File: config.mk
export PLATFORM = sky130hd
export DESIGN_NAME = multibank_frame_buffer
export DESIGN_NICKNAME = d
export VERILOG_FILES = /design/src/rtl/multibank_frame_buffer_pkg.sv /design/src/rtl/frame_buffer_sdp_ram.sv /design/src/rtl/multibank_frame_buffer.sv
export SDC_FILE = /design/constraint.sdc
export NUM_CORES = 2
export LEC_CHECK = 0
export BUFFER_PORTS_ARGS = -buffer_cell sky130_fd_sc_hd__buf_2
export CORE_UTILIZATION = 50
export CTS_BUF_LIST = sky130_fd_sc_hd__clkbuf_8
export DETAILED_ROUTE_END_ITERATION = 12
export PLACE_DENSITY = 0.66
export RECOVER_POWER = 50
export SLEW_MARGIN = 15
export SYNTH_ARGS = -nofsm -noshare
export SYNTH_HDL_FRONTEND = slang
export SYNTH_SLANG_ARGS = --single-unit
File: constraint.sdc
create_clock -name clk_i -period 5.1 [get_ports clk_i]
set_input_delay 1.53 -clock clk_i [delete_from_list [all_inputs] [get_ports clk_i]]
set_output_delay 1.53 -clock clk_i [all_outputs]
set_load 0.01 [all_outputs]
File: src/rtl/multibank_frame_buffer_pkg.sv
// Shared types for the multibank frame buffer.
// Bank lifecycle states, overflow policy encoding, drop counter width.
package multibank_frame_buffer_pkg;

  typedef enum logic [1:0] {
    FREE,
    FILLING,
    FULL,
    READING
  } bank_state_e;

  typedef enum logic {
    OVF_BLOCK,
    OVF_DROP
  } ovf_mode_e;

  localparam int DROP_CNT_W = 16;

endpackage

File: src/rtl/frame_buffer_sdp_ram.sv
// Simple dual-port RAM, one write port, one registered read port.
// Ports: clk_i, we_i/waddr_i/wdata_i write side; re_i/raddr_i -> rdata_o.
module frame_buffer_sdp_ram #(
  parameter int WIDTH  = 32,
  parameter int WORDS  = 48,
  parameter int ADDR_W = 6
) (
  input  logic              clk_i,
  input  logic              we_i,
  input  logic [ADDR_W-1:0] waddr_i,
  input  logic [WIDTH-1:0]  wdata_i,
  input  logic              re_i,
  input  logic [ADDR_W-1:0] raddr_i,
  output logic [WIDTH-1:0]  rdata_o
);

  logic [WIDTH-1:0] mem [WORDS];

  always_ff @(posedge clk_i) begin
    if (we_i) mem[waddr_i] <= wdata_i;
  end

  always_ff @(posedge clk_i) begin
    if (re_i) rdata_o <= mem[raddr_i];
  end

endmodule

File: src/rtl/multibank_frame_buffer.sv
// Rotating N-bank frame buffer between a valid/ready producer and consumer.
// Ports: frame_len_i/ovf_mode_i/ovf_clear_i control, write_* producer,
// read_* consumer, banks_full_o/buffer_overflow_o/drop_count_o/
// write_count_o/read_count_o status.
module multibank_frame_buffer
  import multibank_frame_buffer_pkg::*;
#(
  parameter int WIDTH     = 32,
  parameter int DEPTH     = 16,
  parameter int NUM_BANKS = 3,
  parameter int CNT_W     = $clog2(DEPTH) + 1
) (
  input  logic                           clk_i,
  input  logic                           rst_i,
  input  logic [CNT_W-1:0]               frame_len_i,
  input  logic                           ovf_mode_i,
  input  logic                           ovf_clear_i,
  input  logic [WIDTH-1:0]               write_data_i,
  input  logic                           write_valid_i,
  output logic                           write_ready_o,
  output logic [WIDTH-1:0]               read_data_o,
  output logic                           read_valid_o,
  input  logic                           read_ready_i,
  output logic                           read_last_o,
  output logic [$clog2(NUM_BANKS+1)-1:0] banks_full_o,
  output logic                           buffer_overflow_o,
  output logic [DROP_CNT_W-1:0]          drop_count_o,
  output logic [CNT_W-1:0]               write_count_o,
  output logic [CNT_W-1:0]               read_count_o
);

  localparam int IDX_W  = $clog2(DEPTH);
  localparam int BANK_W = $clog2(NUM_BANKS);
  localparam int ADDR_W = BANK_W + IDX_W;
  localparam int BF_W   = $clog2(NUM_BANKS + 1);

  function automatic logic [BANK_W-1:0] bump(
    input logic [BANK_W-1:0] b
  );
    return (b == BANK_W'(NUM_BANKS - 1)) ?
      '0 : b + BANK_W'(1);
  endfunction

  bank_state_e            st_q  [NUM_BANKS];
  logic [CNT_W-1:0]       len_q [NUM_BANKS];

  logic [BANK_W-1:0]      wr_bank_q;
  logic [BANK_W-1:0]      iss_bank_q;
  logic [BANK_W-1:0]      rd_bank_q;
  logic [CNT_W-1:0]       wr_cnt_q;
  logic [CNT_W-1:0]       cur_len_q;
  logic [CNT_W-1:0]       iss_cnt_q;
  logic [CNT_W-1:0]       rd_cnt_q;
  logic                   drop_q;
  ovf_mode_e              mode_q;
  logic                   ovf_q;
  logic [DROP_CNT_W-1:0]  drop_cnt_q;

  logic                   p1_v_q;
  logic                   p1_last_q;
  logic                   out_v_q;
  logic                   out_last_q;
  logic [WIDTH-1:0]       out_data_q;
  logic                   sk_v_q;
  logic                   sk_last_q;
  logic [WIDTH-1:0]       sk_data_q;

  logic                   frame_start;
  logic [CNT_W-1:0]       in_len;
  logic [CNT_W-1:0]       len_now;
  logic                   wr_fire;
  logic                   drop_now;
  logic                   wr_last;
  logic                   ram_we;
  logic                   ovf_set;

  logic [CNT_W-1:0]       iss_len;
  logic                   iss_ok;
  logic                   iss_last;
  logic [1:0]             inflight;
  logic                   fire;
  logic                   room;
  logic                   ram_re;
  logic [WIDTH-1:0]       ram_q;
  logic [BF_W-1:0]        full_cnt;

  // Write side
  assign frame_start = (wr_cnt_q == '0);
  assign in_len = (frame_len_i == '0 ||
                   frame_len_i > CNT_W'(DEPTH)) ?
                  CNT_W'(DEPTH) : frame_len_i;
  assign len_now = frame_start ? in_len : cur_len_q;

  // Only registered state: mode_q is frozen for the frame in flight.
  assign write_ready_o =
    (st_q[wr_bank_q] == FREE) ||
    (st_q[wr_bank_q] == FILLING) ||
    (mode_q == OVF_DROP);

  assign wr_fire  = write_valid_i && write_ready_o;
  assign drop_now = frame_start ?
                    (st_q[wr_bank_q] != FREE) : drop_q;
  assign wr_last  = (wr_cnt_q == len_now - CNT_W'(1));
  assign ram_we   = wr_fire && !drop_now;
  assign ovf_set  = wr_fire && wr_last && drop_now;

  // Read issue side: runs ahead of the consumer by the pipeline depth.
  assign iss_len  = len_q[iss_bank_q];
  assign iss_ok   = (iss_cnt_q == '0) ?
                    (st_q[iss_bank_q] == FULL) : 1'b1;
  assign iss_last = (iss_cnt_q == iss_len - CNT_W'(1));
  assign fire     = out_v_q && read_ready_i;
  assign inflight = {1'b0, p1_v_q} + {1'b0, out_v_q} +
                    {1'b0, sk_v_q};
  // Output reg plus skid hold two words; the word issued now
  // lands two edges later, so count it against that room.
  assign room     = fire ? (inflight <= 2'd2) :
                           (inflight <= 2'd1);
  assign ram_re   = iss_ok && room;

  always_comb begin
    full_cnt = '0;
    for (int b = 0; b < NUM_BANKS; b++) begin
      if (st_q[b] == FULL || st_q[b] == READING)
        full_cnt = full_cnt + BF_W'(1);
    end
  end

  frame_buffer_sdp_ram #(
    .WIDTH (WIDTH),
    .WORDS (NUM_BANKS * DEPTH),
    .ADDR_W(ADDR_W)
  ) u_ram (
    .clk_i  (clk_i),
    .we_i   (ram_we),
    .waddr_i({wr_bank_q, wr_cnt_q[IDX_W-1:0]}),
    .wdata_i(write_data_i),
    .re_i   (ram_re),
    .raddr_i({iss_bank_q, iss_cnt_q[IDX_W-1:0]}),
    .rdata_o(ram_q)
  );

  always_ff @(posedge clk_i) begin
    if (rst_i) begin
      for (int b = 0; b < NUM_BANKS; b++) begin
        st_q[b]  <= FREE;
        len_q[b] <= '0;
      end
      wr_bank_q  <= '0;
      iss_bank_q <= '0;
      rd_bank_q  <= '0;
      wr_cnt_q   <= '0;
      cur_len_q  <= '0;
      iss_cnt_q  <= '0;
      rd_cnt_q   <= '0;
      drop_q     <= 1'b0;
      mode_q     <= OVF_BLOCK;
      ovf_q      <= 1'b0;
      drop_cnt_q <= '0;
      p1_v_q     <= 1'b0;
      p1_last_q  <= 1'b0;
      out_v_q    <= 1'b0;
      out_last_q <= 1'b0;
      out_data_q <= '0;
      sk_v_q     <= 1'b0;
      sk_last_q  <= 1'b0;
      sk_data_q  <= '0;
    end else begin
      // Bank states: each transition needs a distinct source
      // state, so at most one applies per bank per edge.
      if (ram_we) begin
        if (frame_start) len_q[wr_bank_q] <= len_now;
        st_q[wr_bank_q] <= wr_last ? FULL : FILLING;
      end
      if (ram_re && iss_cnt_q == '0)
        st_q[iss_bank_q] <= READING;
      if (fire && out_last_q)
        st_q[rd_bank_q] <= FREE;

      // Producer frame tracking
      if (wr_fire) begin
        if (frame_start) begin
          cur_len_q <= len_now;
          drop_q    <= drop_now;
        end
        if (wr_last) begin
          wr_cnt_q <= '0;
          mode_q   <= ovf_mode_e'(ovf_mode_i);
          if (drop_now) begin
            if (drop_cnt_q != '1)
              drop_cnt_q <= drop_cnt_q + DROP_CNT_W'(1);
          end else begin
            wr_bank_q <= bump(wr_bank_q);
          end
        end else begin
          wr_cnt_q <= wr_cnt_q + CNT_W'(1);
        end
      end else if (frame_start) begin
        mode_q <= ovf_mode_e'(ovf_mode_i);
      end

      if (ovf_set)
        ovf_q <= 1'b1;
      else if (ovf_clear_i)
        ovf_q <= 1'b0;

      // RAM read issue
      if (ram_re) begin
        if (iss_last) begin
          iss_cnt_q  <= '0;
          iss_bank_q <= bump(iss_bank_q);
        end else begin
          iss_cnt_q <= iss_cnt_q + CNT_W'(1);
        end
      end
      p1_v_q    <= ram_re;
      p1_last_q <= ram_re && iss_last;

      // Output register with one-entry skid behind it
      if (fire) begin
        if (sk_v_q) begin
          out_data_q <= sk_data_q;
          out_last_q <= sk_last_q;
          if (p1_v_q) begin
            sk_data_q <= ram_q;
            sk_last_q <= p1_last_q;
          end else begin
            sk_v_q <= 1'b0;
          end
        end else if (p1_v_q) begin
          out_data_q <= ram_q;
          out_last_q <= p1_last_q;
        end else begin
          out_v_q    <= 1'b0;
          out_last_q <= 1'b0;
        end
      end else if (p1_v_q) begin
        if (!out_v_q) begin
          out_v_q    <= 1'b1;
          out_data_q <= ram_q;
          out_last_q <= p1_last_q;
        end else begin
          sk_v_q    <= 1'b1;
          sk_data_q <= ram_q;
          sk_last_q <= p1_last_q;
        end
      end

      // Consumer frame tracking
      if (fire) begin
        if (out_last_q) begin
          rd_cnt_q  <= '0;
          rd_bank_q <= bump(rd_bank_q);
        end else begin
          rd_cnt_q <= rd_cnt_q + CNT_W'(1);
        end
      end
    end
  end

  assign read_data_o       = out_data_q;
  assign read_valid_o      = out_v_q;
  assign read_last_o       = out_last_q;
  assign banks_full_o      = full_cnt;
  assign buffer_overflow_o = ovf_q;
  assign drop_count_o      = drop_cnt_q;
  assign write_count_o     = wr_cnt_q;
  assign read_count_o      = rd_cnt_q;

endmodule

---- Word level (Yosys, flattened, before mapping) ----
Memory sizes are Yosys's and may differ from the RTL's. A register that Yosys moved wholly into a read port is not among the register bits.
Cells that the tools add are included.
cells by class
  add/subtract/negate cells ............... 13
  order comparisons ....................... 3
  equal/unequal tests ..................... 20
  multiplexer cells ....................... 82
  bitwise gates (word level) .............. 1
  reduce and logical (&&, ||, !) cells .... 41
operators by type and width
  cell                                                                      number
  32-bit 2-to-1 mux                                                         9
  1-bit 2-to-1 mux                                                          48
  2-bit 2-to-1 mux                                                          19
  5-bit 2-to-1 mux                                                          6
  2-bit equality test (second input constant)                               10
  16-bit by 1-bit adder with 16-bit output (second input constant)          1
  16-bit inequality test (second input constant)                            1
  5-bit by 1-bit adder with 5-bit output (second input constant)            3
  5-bit logical NOT                                                         3
  2-bit AND reduction                                                       6
  2-bit nonzero test                                                        6
  5-bit equality test                                                       2
  5-bit by 1-bit subtractor with 5-bit output (second input constant)       2
  1-bit logical AND                                                         9
  3-bit AND reduction                                                       3
  2-bit by 1-bit adder with 2-bit output (second input constant)            4
  2-bit inequality test (second input constant)                             4
  4-bit AND reduction                                                       2
  1-bit logical OR                                                          6
  2-bit OR reduction                                                        3
  5-bit > comparator (second input constant)                                1
  5-bit OR reduction                                                        1
  2-bit by 1-bit inequality test with 1-bit output (second input constant)  2
  1-bit by 1-bit adder with 2-bit output                                    1
  other kinds (8)                                                           8
word-level totals
  bits in registers ....................... 115
  RAM bits ................................ 1557
  input port bits ......................... 43
  output and inout port bits .............. 64
  word-level logic and storage cells ...... 182
  memories kept ........................... 3
memory list
  memory     depth  width  read ports  clocked after Yosys merged registers in  wr ports  RTL line                      text
  u_ram.mem  48     32     1           1                                        1         frame_buffer_sdp_ram.sv:17    logic [WIDTH-1:0] mem [WORDS];
  len_q      3      5      1           1                                        3         multibank_frame_buffer.sv:45  logic [CNT_W-1:0] len_q [NUM_BANKS];
  st_q       3      2      5           2                                        3         multibank_frame_buffer.sv:44  bank_state_e st_q [NUM_BANKS];

---- Depth between registers and ports, before layout ----
  depth in word-level cells ............... 11
  mapped depth ............................ 13
  depth with buffers taken out ............ 10

---- Modules after synthesis ----
A second synthesis with hierarchy kept.
unflattened totals
  cells, all modules ...................... 3710
  area, all modules ....................... 67260.8 µm²
modules (own cells, without submodules)
  module                  times used  cells an instance  area an instance (µm²)  seq. area each (µm²)
  frame_buffer_sdp_ram    1           2912               60448.0                 47085.2
  multibank_frame_buffer  1           798                6812.8                  3143.0

---- Least setup slack after synthesis ----
Ideal clock, no wire load.
  kind .................................... input to register
  start point ............................. input read_ready_i
  end point ............................... register with a tool-made name
  setup time .............................. 132 ps
  arrival ................................. 4489 ps
  data required time ...................... 4968 ps
  slack ................................... 478 ps
  stages .................................. 8
  path buffers ............................ 1
  cell sequence ........................... and2_1 -> clkbuf_1 -> a21o_1 -> a21boi_1 -> nand3_1 -> nor2_1 -> mux2i_1 -> nor2_1
RTL lines
  what                RTL line                      text
  start: declaration  multibank_frame_buffer.sv:23  input logic read_ready_i,

---- Worst setup path after layout ----
  start point ............................. register wr_cnt_q[1], in the netlist write_count_o[1]
  end point ............................... memory u_ram.mem[33][20], enable pin
on the way
  longest elaborated chain between the ends .. 6
RTL lines
  what                                    RTL line                       text
  start: declaration                      multibank_frame_buffer.sv:50   logic [CNT_W-1:0] wr_cnt_q;
  start signal: assignment                multibank_frame_buffer.sv:196  wr_cnt_q <= wr_cnt_q + CNT_W'(1);
  5-bit logical NOT                       multibank_frame_buffer.sv:88   assign frame_start = (wr_cnt_q == '0);
  1-bit 2-to-1 mux                        multibank_frame_buffer.sv:101  assign drop_now = frame_start ?
  1-bit logical NOT                       multibank_frame_buffer.sv:104  assign ram_we = wr_fire && !drop_now;
  1-bit logical AND                       multibank_frame_buffer.sv:104
  1-bit 2-to-1 mux                        frame_buffer_sdp_ram.sv:20     if (we_i) mem[waddr_i] <= wdata_i;
  1-bit 2-to-1 mux (implied by the code)  frame_buffer_sdp_ram.sv:20
  end: declaration                        frame_buffer_sdp_ram.sv:17
Parallel ways exist; a longest one is shown, timed or not.

==> impl_metrics.tcl <==
set metrics [dict create \
    tmin_final_ps 4610 \
    power_per_cell_area_mw_per_mm2 444 \
    reg2reg_to "u_ram.mem[33][20]$_DFFE_PP_" \
    placement.cell_area_mm2 0.0698 \
    antenna_left 0 \
    number_of_register_bits_inferred_by_synthesis 1715 \
    global_route_wire_length_before_repair_mm 230 \
    report.final.hold_viol_count 0 \
    power.static_leakage_nw 23.1 \
    mappedNetlistNets 3190 \
    end_kind "register" \
    route.detailed.drc 0 \
    rsz0062_at_grt "no" \
    reg2reg_slack_ps 490 \
    required_worst_endpoint_ps 5780 \
    critPathMaxFanout 17 \
    routed-via-count 33100 \
    ctsHoldBuffers 0 \
    run_status "finished with violations" \
    clock_path_buffers 4 \
    synth_enable_flop_cells 1588 \
    tightest_slew_ps 3580 \
    cts-htree-levels 5 \
    grt_pass1_vias 33900 \
    timing.clock.skew_ps 58.9 \
    tritoncts_num_sinks 1715 \
    synthToLayoutAreaGrowth_pct 13.1 \
    grt_start_max_net_pins 82 \
    cp_slowest_cell "or4b_2" \
    p_total_mw 33.2 \
    proportion_of_layout_cells_with_a_drive_suffix_above_1_pct 29.2 \
    finalCritPeriodShare_pct 90.4 \
    synthesis.area_mm2 0.0661 \
    worstHoldStart "sk_data_q[3]$_SDFFE_PP0P_" \
    cpLargestDelayFamily "simple AND/OR/NAND/NOR gates" \
    worstPathBufferInverterCount 3 \
    timing.setup.tns_ps 0 \
    worst_setup_path_start_kind "register" \
    place.port_buffers 106 \
    initial_utilization_pct 50.4 \
    failing_checks "capacitance limit, slew limit" \
    maxCapViolations 33 \
    cts_repair_resize_count 0 \
    clock_latency_ps 980 \
    worstSetupPathType "reg2reg" \
    cts.clk_slew.worst_paths_ps 60 \
    top_level_ports 107 \
    final_max_slew_viol_count 1651 \
    yosysSeqAreaShare_pct 75.9 \
    first_iter_violations 3760 \
    ys.flop_type "edfxtp_1" \
    critical_path_cell_count 10 \
    routed_wirelength_mm 159 \
    fmaxAchievable_ghz 0.217 \
    path_cells "clkbuf_1 -> inv_1 -> ha_1 -> or4b_2 -> nor3_2 -> o21ai_1 -> nor2_1 -> nand2_1 -> nor2_4 -> buf_12" \
    hpwlAfterDp_mm 95.5 \
    postSynth.asyncResetShare_pct 0 \
    hold_class "reg2reg" \
    die_width_um 366 \
    die_h_um 366 \
    ys_types 62 \
    crit_start "write_count_o[1]$_SDFFE_PP0P_" \
    tritoncts "yes" \
    grt_remaining_overflow 0 \
    tritoncts.num_buffers 290 \
    crit_path_dat_ps 5290 \
    endpoint "u_ram.mem[33][20]$_DFFE_PP_" \
    drt-vias-per-instance 6.09 \
    worst_slew_margin_rel_pct -139 \
    syn-instance-count 3134 \
    finish.instance_area_mm2 0.0748 \
    cts_setup_buffers 0 \
    final_net_count 3531 \
    crit_path_max_incr_delay_ps 820 \
    report.final.setup_viol 0 \
    max-vdd-ir-drop_mv 0.290 \
    antenna_found_initial 12 \
    ys_warn_count 0 \
    reg2regPathDepth 10 \
    synth.avg_cell_area_um2 21.1 \
    place.gp.congestion 0.844 \
    floorplan.core_area_mm2 0.131 \
    detail_route.first_pass.iterations 5 \
    clock-root-buffer "clkbuf_8" \
    num_rows 133 \
    groute.usage.overall_pct 23.9 \
    worstReg2RegStart "write_count_o[1]$_SDFFE_PP0P_" \
    routedWlPerCell_um 29.2 \
    dieArea_mm2 0.134 \
]
-- worst min-delay path, stage by stage (launching register included) --
cell and delay, ps:
dfxtp_1 300, nand2_1 50, a21oi_1 50
-- cells in the mapped netlist (4+ instances only) --
cell	number	area, um2
mux2i_1	43	430
o31ai_1	8	60.1
inv_1	22	82.6
nand4_1	6	37.5
or3_1	7	43.8
o21ai_0	45	225
nand2_1	163	612
nand2b_1	18	113
dfxtp_1	127	2540
buf_1	59	221
a21oi_1	60	300
and3_1	8	50.1
nor4_1	4	25.0
nand3_1	53	265
buf_4	4	30.0
mux4_2	488	11000
a31oi_1	5	31.3
nor2_1	136	510
a311oi_1	33	289
clkbuf_1	120	450
nor2b_1	14	87.6
nand3b_1	6	45.0
mux2_2	7	78.8
ha_1	12	150
xnor2_1	8	70.1
edfxtp_1	1588	47700
nor3_1	15	75.1
buf_2	4	20.0
xor2_1	11	96.3
or4_1	11	82.6
-- registers in the layout, summed over array words and instances (netlist names), named ones only --
name / cells
p1_v_q: 1
drop_count_o: 16
u_ram.rdata_o: 32
drop_q: 1
write_count_o: 5
sk_v_q: 1
read_data_o: 32
sk_data_q: 32
rd_bank_q: 2
st_q: 8
len_q: 20
buffer_overflow_o: 1
mode_q: 1
read_valid_o: 1
wr_bank_q: 2
cur_len_q: 5
sk_last_q: 1
p1_last_q: 1
iss_bank_q: 2
read_last_o: 1
u_ram.mem: 1536
read_count_o: 5
iss_cnt_q: 5
-- stage by stage --
stage	worst slack, ps	hold slack [ps]	std cells	utilization [%]
floorplan	478	436	3134	-
global placement	268	442	4938	53.1
detailed placement	194	447	4938	53.1
CTS	738	456	5431	57.1
global route	247	465	5432	57.0
finish	492	455	5434	57.0
-- metal layers --
metal	wire length (um)	track usage, %	share of wire (%)
met3	13600	5.32	8.6
met5	13	0	0.0082
met2	78000	38.0	49
met1	63800	33.3	40
met4	3520	7.07	2.2
-- kinds of logic (layout without fill, tap and decap cells) --
group           Yosys count  in the layout  share of synthesized area, %
xor+xnor                 19             19                         0.252
compound gates          175            175                          1.67
simple gates            464            464                          3.26
mux                     538            538                          17.4
fa+ha+maj                13             13                         0.257
other cells               0              3                             0
buf+inv                 210            752                          1.23
flops                  1715           1715                          75.9
-- cells in the final DEF, fill, tap and decap left out, types with 48 or more instances in the layout --
cell type     n
a21oi_1      59
buf_4       106
clkbuf_1     80
clkbuf_8    303
clkinv_1     57
dfxtp_1     121
edfxtp_1   1588
inv_1       104
mux4_2      488
nand2_1     162
nand3_1      53
nor2_1       88
nor2_4       48
-- cell type report --
class | instances | area [um2]
clock inverters | 190 | 971
repair buffers | 237 | 1670
inverters | 22 | 82.6
multi-input cells | 1209 | 15500
well taps | 1755 | 2200
fillers | 9546 | 56500
diodes | 3 | 7.51
clock buffers | 303 | 4170
flip-flops and latches | 1715 | 50200
-- report_power, final --
part           switching (mW)  internal, mW  leakage (nW)
sequential              0.370          15.8          15.3
clock                    5.24          5.83          2.95
combinational            3.26          2.65          4.76
total                    8.87          24.3          23.1
-- worst min path at each step --
stage                                 end  slack [ps]  cells past startpoint
2_1_floorplan      sk_last_q$_SDFFE_PP0P_         440                      2
5_1_grt         sk_data_q[0]$_SDFFE_PP0P_         460                      2
3_5_place_dp    sk_data_q[0]$_SDFFE_PP0P_         450                      2
4_1_cts         sk_data_q[0]$_SDFFE_PP0P_         460                      2
3_3_place_gp   sk_data_q[13]$_SDFFE_PP0P_         440                      2
6_report        sk_data_q[3]$_SDFFE_PP0P_         460                      2
Note: power is estimated with default switching activity, not from simulation.
